==> src/rtl/fetch_pkg.sv <==
// ---------------------------------------------------------------------------
// fetch_pkg
// Shared definitions for the instruction-fetch control path.
//   fetch_state_t : sequencer state encoding
//   PCSRC_*       : select codes for the PC input mux (shared with the PC)
//   redirectSrc() : PC mux code for a redirect; a jalr target wins over a branch
// ---------------------------------------------------------------------------
package fetch_pkg;

  typedef enum logic [2:0] {
    ST_IDLE,
    ST_REQ,
    ST_WAIT,
    ST_HOLD,
    ST_HALTED
  } fetch_state_t;

  localparam logic [1:0] PCSRC_PLUS4  = 2'b00;
  localparam logic [1:0] PCSRC_TARGET = 2'b01;
  localparam logic [1:0] PCSRC_ALU    = 2'b10;

  // JumpReg outranks BranchTaken when both request a redirect.
  function automatic logic [1:0] redirectSrc(input logic jumpReg);
    return jumpReg ? PCSRC_ALU : PCSRC_TARGET;
  endfunction

endpackage

==> src/rtl/fetch_perf_counter.sv <==
// ---------------------------------------------------------------------------
// fetch_perf_counter
// Free-running 32-bit stall counter for the fetch sequencer. Wraps at 2^32.
// Ports:
//   i_clk         : clock, posedge
//   i_resetN      : synchronous active-low reset, clears the count
//   i_stall       : count this cycle as a fetch stall
//   o_stallCycles : current count
// ---------------------------------------------------------------------------
module fetch_perf_counter (
  input  logic        i_clk,
  input  logic        i_resetN,
  input  logic        i_stall,
  output logic [31:0] o_stallCycles
);

  logic [31:0] r_count;

  // One increment per stalled cycle; natural unsigned wrap is intended.
  always_ff @(posedge i_clk) begin
    if (!i_resetN) begin
      r_count <= '0;
    end else if (i_stall) begin
      r_count <= r_count + 32'd1;
    end
  end

  assign o_stallCycles = r_count;

endmodule

==> src/rtl/fetch_sequencer.sv <==
// ---------------------------------------------------------------------------
// fetch_sequencer
// Control FSM for the single-issue core's fetch stage: sequences the PC
// (PCSrc/PCEn), runs a one-outstanding-request handshake with instruction
// memory and holds the fetched instruction for decode under backpressure.
// Redirects that land while a fetch is in flight mark the response as stale
// (kill) so it is dropped when it returns.
//
// Optional feature macro: FETCH_SEQ_PERF_EN adds the StallCycles port and the
// fetch_perf_counter instance. FSM behaviour does not depend on it.
//
// Ports:
//   CLK          : clock, posedge
//   ResetN       : synchronous active-low reset
//   ImemGnt      : memory accepts the request this cycle
//   ImemRvalid   : memory response valid
//   DecodeReady  : decode takes the held instruction
//   BranchTaken  : redirect to PCTarget
//   JumpReg      : redirect to ALUResult (jalr), outranks BranchTaken
//   Halt         : ecall/ebreak, stop fetching until reset
//   ImemReq      : fetch request at the current PC (Moore)
//   InstrLoad    : load instruction register from memory data (Mealy)
//   InstrValid   : instruction register valid for decode (Moore)
//   PCSrc        : PC mux select, 00 whenever PCEn is low (Mealy)
//   PCEn         : PC write enable (Mealy)
//   StallCycles  : stall counter (FETCH_SEQ_PERF_EN only)
// ---------------------------------------------------------------------------
module fetch_sequencer
  import fetch_pkg::*;
#(
  parameter int unsigned RESET_STALL_CYCLES = 2
) (
  input  logic        CLK,
  input  logic        ResetN,
  input  logic        ImemGnt,
  input  logic        ImemRvalid,
  input  logic        DecodeReady,
  input  logic        BranchTaken,
  input  logic        JumpReg,
  input  logic        Halt,
  output logic        ImemReq,
  output logic        InstrLoad,
  output logic        InstrValid,
  output logic [1:0]  PCSrc,
  output logic        PCEn
`ifdef FETCH_SEQ_PERF_EN
  ,
  output logic [31:0] StallCycles
`endif
);

  localparam logic [3:0] STALL_INIT = 4'(RESET_STALL_CYCLES);

  fetch_state_t r_state;
  fetch_state_t w_nextState;
  logic [3:0]   r_count;
  logic [3:0]   w_nextCount;
  logic         r_kill;
  logic         w_nextKill;
  logic         w_active;
  logic         w_redirect;

  // State register. Reset abandons any in-flight fetch: the kill flag is
  // cleared and IDLE ignores ImemRvalid, so a late response is harmless.
  always_ff @(posedge CLK) begin
    if (!ResetN) begin
      r_state <= ST_IDLE;
      r_count <= STALL_INIT;
      r_kill  <= 1'b0;
    end else begin
      r_state <= w_nextState;
      r_count <= w_nextCount;
      r_kill  <= w_nextKill;
    end
  end

  // Redirects and Halt only matter while fetching; IDLE and HALTED ignore them.
  assign w_active   = (r_state == ST_REQ) || (r_state == ST_WAIT) || (r_state == ST_HOLD);
  assign w_redirect = BranchTaken | JumpReg;

  // Next state and outputs. The per-state case handles the normal flow, then
  // redirect drives the PC mux, and finally Halt overrides everything so the
  // PC is frozen on the cycle we stop.
  always_comb begin
    w_nextState = r_state;
    w_nextCount = r_count;
    w_nextKill  = r_kill;
    ImemReq     = 1'b0;
    InstrValid  = 1'b0;
    InstrLoad   = 1'b0;
    PCEn        = 1'b0;
    PCSrc       = PCSRC_PLUS4;

    case (r_state)
      ST_IDLE: begin
        if (r_count == 4'd0) begin
          w_nextState = ST_REQ;
        end else begin
          w_nextCount = r_count - 4'd1;
        end
      end
      ST_REQ: begin
        ImemReq = 1'b1;
        if (ImemGnt) begin
          w_nextState = ST_WAIT;
          w_nextKill  = w_redirect;
        end
      end
      ST_WAIT: begin
        if (ImemRvalid) begin
          if (r_kill || w_redirect) begin
            w_nextState = ST_REQ;
            w_nextKill  = 1'b0;
          end else begin
            InstrLoad   = 1'b1;
            w_nextState = ST_HOLD;
          end
        end else if (w_redirect) begin
          w_nextKill = 1'b1;
        end
      end
      ST_HOLD: begin
        InstrValid = 1'b1;
        if (w_redirect) begin
          w_nextState = ST_REQ;
        end else if (DecodeReady) begin
          PCEn        = 1'b1;
          w_nextState = ST_REQ;
        end
      end
      ST_HALTED: begin
        w_nextState = ST_HALTED;
      end
      default: begin
        w_nextState = ST_IDLE;
      end
    endcase

    if (w_active && w_redirect) begin
      PCEn  = 1'b1;
      PCSrc = redirectSrc(JumpReg);
    end

    if (w_active && Halt) begin
      w_nextState = ST_HALTED;
      PCEn        = 1'b0;
      PCSrc       = PCSRC_PLUS4;
      InstrLoad   = 1'b0;
    end
  end

`ifdef FETCH_SEQ_PERF_EN
  logic w_stall;

  // A stall is any cycle the fetch path waits on someone else.
  assign w_stall = ((r_state == ST_REQ)  && !ImemGnt)    ||
                   ((r_state == ST_WAIT) && !ImemRvalid) ||
                   ((r_state == ST_HOLD) && !DecodeReady);

  fetch_perf_counter u_perf (
    .i_clk         (CLK),
    .i_resetN      (ResetN),
    .i_stall       (w_stall),
    .o_stallCycles (StallCycles)
  );
`endif

endmodule

==> config.mk <==
export PLATFORM = sky130hd
export DESIGN_NAME = fetch_sequencer
export DESIGN_NICKNAME = d
export VERILOG_FILES = /design/src/rtl/fetch_pkg.sv /design/src/rtl/fetch_perf_counter.sv /design/src/rtl/fetch_sequencer.sv
export SDC_FILE = /design/constraint.sdc
export NUM_CORES = 1
export LEC_CHECK = 0
export ABC_CLOCK_PERIOD_IN_PS = 1800
export CAP_MARGIN = 20
export CORE_AREA = 2 2 39 41
export CTS_BUF_LIST = sky130_fd_sc_hd__clkbuf_4
export CTS_CLUSTER_SIZE = 14
export DETAILED_ROUTE_END_ITERATION = 10
export DIE_AREA = 0 0 41 43
export PLACE_DENSITY = 0.63
export SYNTH_ARGS = -nofsm -noshare
export SYNTH_HDL_FRONTEND = slang
export SYNTH_SLANG_ARGS = --single-unit
==> constraint.sdc <==
create_clock -name CLK -period 1.8 [get_ports CLK]
set_input_delay 0.45 -clock CLK [delete_from_list [all_inputs] [get_ports CLK]]
set_output_delay 0.45 -clock CLK [all_outputs]
set_load 0.05 [all_outputs]
==> impl_summary.txt, run 1 <==
----------------------------------------------------
[Final layout]
  Post-Layout Inst Area ... 863 sq um
  Ratio of cells with drive above 1 in the final layout ... 38.4%
  Multi-input gate area ... approximately 370 sq um
  Number of inserted diodes ... 0
  Area used by sequential logic in the layout ... roughly 160 sq um
  Area delta synth->final ... 63.5%
  Final layout net count ... 97
  Final-layout fill cell count ... 114

[Timing]
  Slew of the pin with the lowest slew margin ... 334 ps
  Unrepaired setup endpoints after global routing ... true
  Endpoints failing setup ... 1
  Final slew viol count ... 0
  Maximum operating frequency ... 541 MHz
  Final Worst Setup Slack ... -49.5 ps
  Final period demand of the worst path ... about 1800 ps
  Slew margin rel. ... 77.6%
  Final Hold Slack ... 495 ps
  Tcrit/Tclk final ... 103%
  Count of final hold-check violations ... 0
  Post-route setup TNS ... -49.5 ps
  Clock Skews ... roughly 0.8 ps

[Critical path]
  Buffering stage count on the worst path with inverters included ... 1
  Worst R2R Start ... r_state[0]
  Endpoint required time on the critical path ... 1350 ps
  Slowest CP cell ... sky130_fd_sc_hd__or3b_4
  Slowest Stage Delay on Critical Path ... between 400 and 500 ps
  Number of cells on the critical path ... 3
  Max FO, Critical Path ... 5
  Setup slack, reg-to-reg ... 180 ps
  FF-to-FF End ... r_count[3]
  Crit. End Element ... output pin
  CP Launch Type ... register
  Critical path type ... reg2out
  Delay-heaviest family, CP ... simple AND/OR/NAND/NOR gates
  Worst path arrival time ... 1400 ps
  Register-to-Register Path Depth ... 4
  Critical path cell sequence ... or3b_4 -> nor3_4 -> clkbuf_16

[Floorplan]
  Chip width ... just over 40 um
  DIE AREA ... 1760 sq um
  Core Footprint ... ~1400 sq um
  Site Rows ... 14
  Die boundary height ... 43 um
  Initial core utilization ... 38.2%
  Top-level I/O count ... 14

[Worst hold path]
  Kind of path behind the tightest hold check ... reg2reg
  Hold Path Sink ... r_count[3]
  Hold Path Cell Cnt ... 2
  Worst min-delay path startpoint ... r_count[3]

[Clocking]
  Count of H-tree levels built during CTS ... 1
  Clock tree from TritonCTS ... done
  Clock sink total ... 8
  Clock latency on the worst-skew pair ... between 200 and 300 ps
  Deepest clock path buffer count ... 2
  Hold-fix buffers, CTS ... 0
  Clock root buffer ... sky130_fd_sc_hd__clkbuf_4
  Inserted Clock Buffers ... 3
  Clock slew at reported path FFs ... about 50 ps

[Status]
  Outcome ... complete, but fails checks
  Failing checks ... setup timing

[Synth]
  Top-area cell type share of the netlist area ... 30.3%
  Flops & latches, synth ... 8
  Post-synth top area cell ... sky130_fd_sc_hd__dfxtp_1
  Share of synthesized registers carrying an async set or reset ... 0%
  Gate count of the mapped netlist ... 63
  Number of synthesis warnings ... 0
  EDFF count, synth ... 0
  Area of the mapped netlist ... approximately 530 sq um
  Commonest cells in the synthesized netlist ... sky130_fd_sc_hd__dfxtp_1 (8), sky130_fd_sc_hd__o21ai_0 (8), sky130_fd_sc_hd__inv_1 (4)
  Portion of the post-synthesis area used by sequential elements ... 30.3%
  Syn_nets ... between 70 and 80
  Post-synthesis cell type count ... 34
  Top cells by area, synth ... sky130_fd_sc_hd__dfxtp_1 (30%), sky130_fd_sc_hd__o21ai_0 (7.6%), sky130_fd_sc_hd__a21boi_1 (4.3%)
  Mapped Avg Cell Area ... roughly 8.4 sq um
  Prevailing post-synth register cell ... sky130_fd_sc_hd__dfxtp_1

[Detailed routing]
  Post-route DRC violation count ... 0
  Vias per std cell ... 5.50
  Sum of routed wire length over all layers ... 1.36 mm
  Final routed wire length divided by cell count ... ~13 um
  Number of search-and-repair iterations in the first detailed-routing pass ... 3
  Residual antenna-violating net count after detailed routing ... 0
  DRT iter0 DRCs ... 4
  Total via count in the routed design ... 561

[Power and ir drop]
  Power Density ... 1100 nW/um^2
  Worst supply voltage drop on vdd ... 0.664 mV
  Leakage power summed over all cells ... 0.378 nW

[Global route]
  Total routing usage reported by global routing ... approximately a fifth
  Vias in the first global route ... ~570
  Wire length of the first global-routing pass ... ~2.4 mm
  Congestion Overflow GR ... 0
  Largest net degree at the start of global routing ... 10
  Initial antenna violation count ... 0

[Flow run]
  Max capacitance violation total ... 0

[Placement]
  Detailed-placement wirelength estimate ... 981 um
  Port Buf Inserts ... 13
  Final Wtd Congestion ... between 0.8 and 0.9
  Placement-stage worst setup slack ... -188 ps
  Area after DPL ... 796 sq um

----------------------------------------------------
==> logic make-up (layout without fill, tap and decap cells) <==
logic type	after synthesis	count (layout)	share of synthesized area, %
buffers and inverters	8	31	7.34
adder cells (fa/ha/maj)	1	1	2.37
AND/OR/NAND/NOR	24	24	29.9
flip-flops	8	8	30.3
multiplexers	2	2	3.79
AO/OA/AOI/OAI	20	20	26.3
==> what timing repair did <==
action / CTS / global route
pin swaps: 5 / 2
endpoints found under the setup margin: 4 / 7
endpoints found under the hold margin: 0 / 0
setup buffers: 2 / 0
resized for setup: 7 / 9
==> sequential cells by signal, indices dropped and copies added (netlist names) <==
name,cells
r_count,4
r_state,3
r_kill,1
==> worst reg2reg max path, delay by kind of cell (launching register included) <==
family / cells / cell delay [ps]
buffers and inverters: 1 / 150
DFF: 1 / 340
AOI/OAI and AO/OA: 1 / 140
and+or+nand+nor: 2 / 920
==> through the flow <==
step | total power (W) | instances | util [%]
2_1_floorplan | 0.000624 | 63 | -
3_3_place_gp | 0.000775 | 97 | 57.5
3_5_place_dp | 0.000783 | 97 | 57.5
4_1_cts | 0.000934 | 102 | 60.6
5_1_grt | 0.00103 | 102 | 62.4
6_report | 0.000949 | 102 | 62.4
==> where the power goes <==
part / switching [W] / total (W) / internal [W]
Sequential: 0.0000557 / 0.000299 / 0.000243
Clock: 0.0000624 / 0.000139 / 0.0000764
Combinational: 0.000260 / 0.000511 / 0.000251
Total: 0.000378 / 0.000949 / 0.000571
==> worst max-delay path by stage <==
stage                           start        end  slack, ps
after floorplan            r_state[1]  InstrLoad       -300
after global placement    BranchTaken  InstrLoad       -180
after detailed placement  BranchTaken  InstrLoad       -190
after CTS                  ImemRvalid  InstrLoad        -80
after global routing       r_state[2]  InstrLoad       -100
final                      r_state[2]  InstrLoad        -50
==> metal layers <==
layer  global-route usage (%)  vias up  wire (um)
met3                     4.71        2         57
met2                     31.6        9        707
met5                        0        -          0
met1                     23.7      268        591
li1                         -      282          -
met4                     10.0        0          7
==> final cells by class <==
class | count | share of cell area, %
Tap cell | 16 | 2.32
Timing Repair Buffer | 24 | 31.9
Inverter | 4 | 1.74
Sequential cell | 8 | 19.0
Multi-Input combinational cell | 47 | 42.5
Clock buffer | 3 | 2.61
==> placed cells by master (no fill, tap or decap), types with 2 or more instances in the layout <==
cell type and instances:
sky130_fd_sc_hd__or4_1 2, sky130_fd_sc_hd__nor2_2 2, sky130_fd_sc_hd__buf_12 5, sky130_fd_sc_hd__a21boi_1 3
sky130_fd_sc_hd__dlygate4sd2_1 4, sky130_fd_sc_hd__dfxtp_2 3, sky130_fd_sc_hd__clkdlybuf4s50_1 2, sky130_fd_sc_hd__or3_1 3
sky130_fd_sc_hd__clkbuf_4 3, sky130_fd_sc_hd__buf_4 11, sky130_fd_sc_hd__inv_1 4, sky130_fd_sc_hd__nand3b_1 2
sky130_fd_sc_hd__mux2i_1 2, sky130_fd_sc_hd__o21ai_0 7, sky130_fd_sc_hd__dfxtp_1 5, sky130_fd_sc_hd__nor3b_2 2
Note: power is estimated with default switching activity, not from simulation.
==> run 2: changes to the inputs <==
==> constraint.sdc (replaced) <==
create_clock -name CLK -period 1.8 [get_ports CLK]
set_input_delay 0.36 -clock CLK [delete_from_list [all_inputs] [get_ports CLK]]
set_output_delay 0.36 -clock CLK [all_outputs]
set_load 0.05 [all_outputs]
==> impl_summary.txt, run 2 (synthesis results as in run 1) <==
----------------------------------------------------
[Critical path]
  Endpoint required time on the critical path ... around 1400 ps
  Critical path type ... reg2out
  Max FO, Critical Path ... 7
  Slowest Stage Delay on Critical Path ... 350 ps
  Setup slack, reg-to-reg ... around 280 ps
  Slowest CP cell ... sky130_fd_sc_hd__dfxtp_2
  CP Launch Type ... register
  Register-to-Register Path Depth ... 3
  FF-to-FF End ... r_count[3]
  Worst path arrival time ... around 1400 ps
  Buffering stage count on the worst path with inverters included ... 2
  Crit. End Element ... output pin
  Delay-heaviest family, CP ... simple AND/OR/NAND/NOR gates
  Critical path cell sequence ... buf_4 -> or2_4 -> and4b_1 -> buf_12
  Worst R2R Start ... r_state[2]

[Clocking]
  Clock root buffer ... sky130_fd_sc_hd__clkbuf_4
  Clock latency on the worst-skew pair ... 250 ps
  Hold-fix buffers, CTS ... 0
  Clock sink total ... 8
  Clock tree from TritonCTS ... done
  Count of H-tree levels built during CTS ... 1
  Clock slew at reported path FFs ... 50 ps
  Inserted Clock Buffers ... 3
  Deepest clock path buffer count ... 2

[Power and ir drop]
  Internal power summed over all cells ... around 0.00057 W
  Leakage power summed over all cells ... around 0.36 nW
  Net load switching power ... 0.000368 W
  Part of the power in the clock network ... roughly 15%
  Switching fraction of total power ... 39.3%
  Worst supply voltage drop on vdd ... 0.744 mV
  Part of the total power dissipated in combinational logic ... 53.8%
  Sequential fraction of design power ... 31.5%
  Power Density ... between 1000 and 1500 nW/um^2

[Timing]
  Clock Skews ... a little under 0.9 ps
  Final slew viol count ... 0
  Tcrit/Tclk final ... 96.1%
  Final Hold Slack ... approximately 500 ps
  Final period demand of the worst path ... 1730 ps
  Unrepaired setup endpoints after global routing ... false
  Slew margin rel. ... 77.8%
  Post-route setup TNS ... 0 ps
  Maximum operating frequency ... 578 MHz
  Slew of the pin with the lowest slew margin ... 332 ps
  Final Worst Setup Slack ... 70.3 ps
  Count of final hold-check violations ... 0
  Endpoints failing setup ... 0

[Global route]
  Global route hottest layer ... met2
  Global-route met1 utilization ... 23.7%
  Global routing usage on met3 ... 4.71%
  Wire length of the first global-routing pass ... about 2.1 mm
  Vias in the first global route ... around 520
  Total routing usage reported by global routing ... 17.7%
  Congestion Overflow GR ... 0
  Met2 global-route usage ... about a quarter
  Largest net degree at the start of global routing ... 10
  Initial antenna violation count ... 0

[Floorplan]
  Core Footprint ... 1380 sq um
  Top-level I/O count ... 14
  Initial core utilization ... 38.2%
  Chip width ... 41 um
  Site Rows ... 14
  Die boundary height ... 43 um
  DIE AREA ... 1760 sq um

[Placement]
  Port Buf Inserts ... 13
  Placement-stage worst setup slack ... -27.1 ps
  Final Wtd Congestion ... ~0.77
  Detailed-placement wirelength estimate ... a little under 1 mm
  Number of cells in the design after placement ... 96

[Detailed routing]
  Total via count in the routed design ... 549
  Number of search-and-repair iterations in the first detailed-routing pass ... 5
  Vias per std cell ... 5.49
  Final routed wire length divided by cell count ... 12.6 um
  Residual antenna-violating net count after detailed routing ... 0
  DRT iter0 DRCs ... 8
  Post-route DRC violation count ... 0
  Sum of routed wire length over all layers ... 1.26 mm

[Worst hold path]
  Hold Path Cell Cnt ... 2
  Kind of path behind the tightest hold check ... reg2reg
  Worst min-delay path startpoint ... r_count[0]
  Hold Path Sink ... r_count[0]

[Final layout]
  Ratio of cells with drive above 1 in the final layout ... about a third
  Count of non-filler cells in the finished layout ... 100
  Area delta synth->final ... 59.5%
  Number of inserted diodes ... 0
  Most common cell after layout, fill and taps aside ... sky130_fd_sc_hd__buf_4
  Commonest cells after routing, fill and taps aside ... sky130_fd_sc_hd__buf_4 (9), sky130_fd_sc_hd__o21ai_0 (8), sky130_fd_sc_hd__buf_12 (6), sky130_fd_sc_hd__dfxtp_1 (6)
  Largest registers ranked by flip-flop count ... r_count: 4 flops, r_state: 3 flops, r_kill: 1 flops
  Max reg flops ... 4
  Final layout net count ... 95
  Largest register by flop count ... r_count
  Post-Route Utilization ... roughly three fifths

[Status]
  Outcome ... finished clean

[Flow run]
  Max capacitance violation total ... 0

----------------------------------------------------
run 2: power groups by stage:
stage / Sequential, W / Clock (W) / Combinational (W)
floorplan: 0.000269 / 0 / 0.000355
global placement: 0.000289 / 0 / 0.000478
detailed placement: 0.000291 / 0 / 0.000486
CTS: 0.000291 / 0.000146 / 0.000501
global route: 0.000305 / 0.000153 / 0.000563
finish: 0.000296 / 0.000138 / 0.000505
run 2: area by class of cell:
type	count	area [sq um]
sequential	8	163
fill	124	542
clock buffer	3	22.5
inverter	4	15.0
tap	16	20.0
multi-input combinational	47	364
timing repair buffer	22	258
run 2: metal layers:
layer / vias to the layer above / wire (um) / part of all wire, %
met5: - / 0 / 0
met3: 0 / 48 / 3.8
li1: 282 / - / -
met2: 9 / 606 / 48
met4: 0 / 0 / 0
met1: 258 / 608 / 48
run 2: worst register-to-register path, delay by kind of cell (launching register included):
| kind | cells | cell delay [ps] |
|---|---|---|
| compound gates | 1 | 150 |
| simple gates | 2 | 970 |
| flops | 1 | 330 |
run 2: how the worst max path moves through the flow:
stage	end	from	depth (start not counted)
2_1_floorplan	InstrLoad	r_state[1]	3
3_3_place_gp	InstrLoad	BranchTaken	5
3_5_place_dp	InstrLoad	BranchTaken	5
4_1_cts	InstrLoad	r_state[1]	3
5_1_grt	PCEn	r_state[0]	5
6_report	PCSrc[0]	r_state[0]	4
run 2: per-stage QoR:
step,instance area [sq um],total power [W]
final,842,0.000938
after floorplan,542,0.000624
after global routing,842,0.00102
after global placement,788,0.000767
after detailed placement,788,0.000778
after CTS,827,0.000937
run 2: what timing repair did:
action	CTS	global route
setup buffers	1	0
setup endpoints to repair	4	3
pin swaps	2	0
endpoints found under the hold margin	0	0
resized for setup	7	4
cloned	0	0
==> run 3: changes to the inputs <==
SYNTH_HIERARCHICAL = 1   (was default)
==> results of run 3 <==
The final DEF is identical to that of run 2; final timing and power are the same.
Among the figures that moved: Yosys warning count 0 -> 6
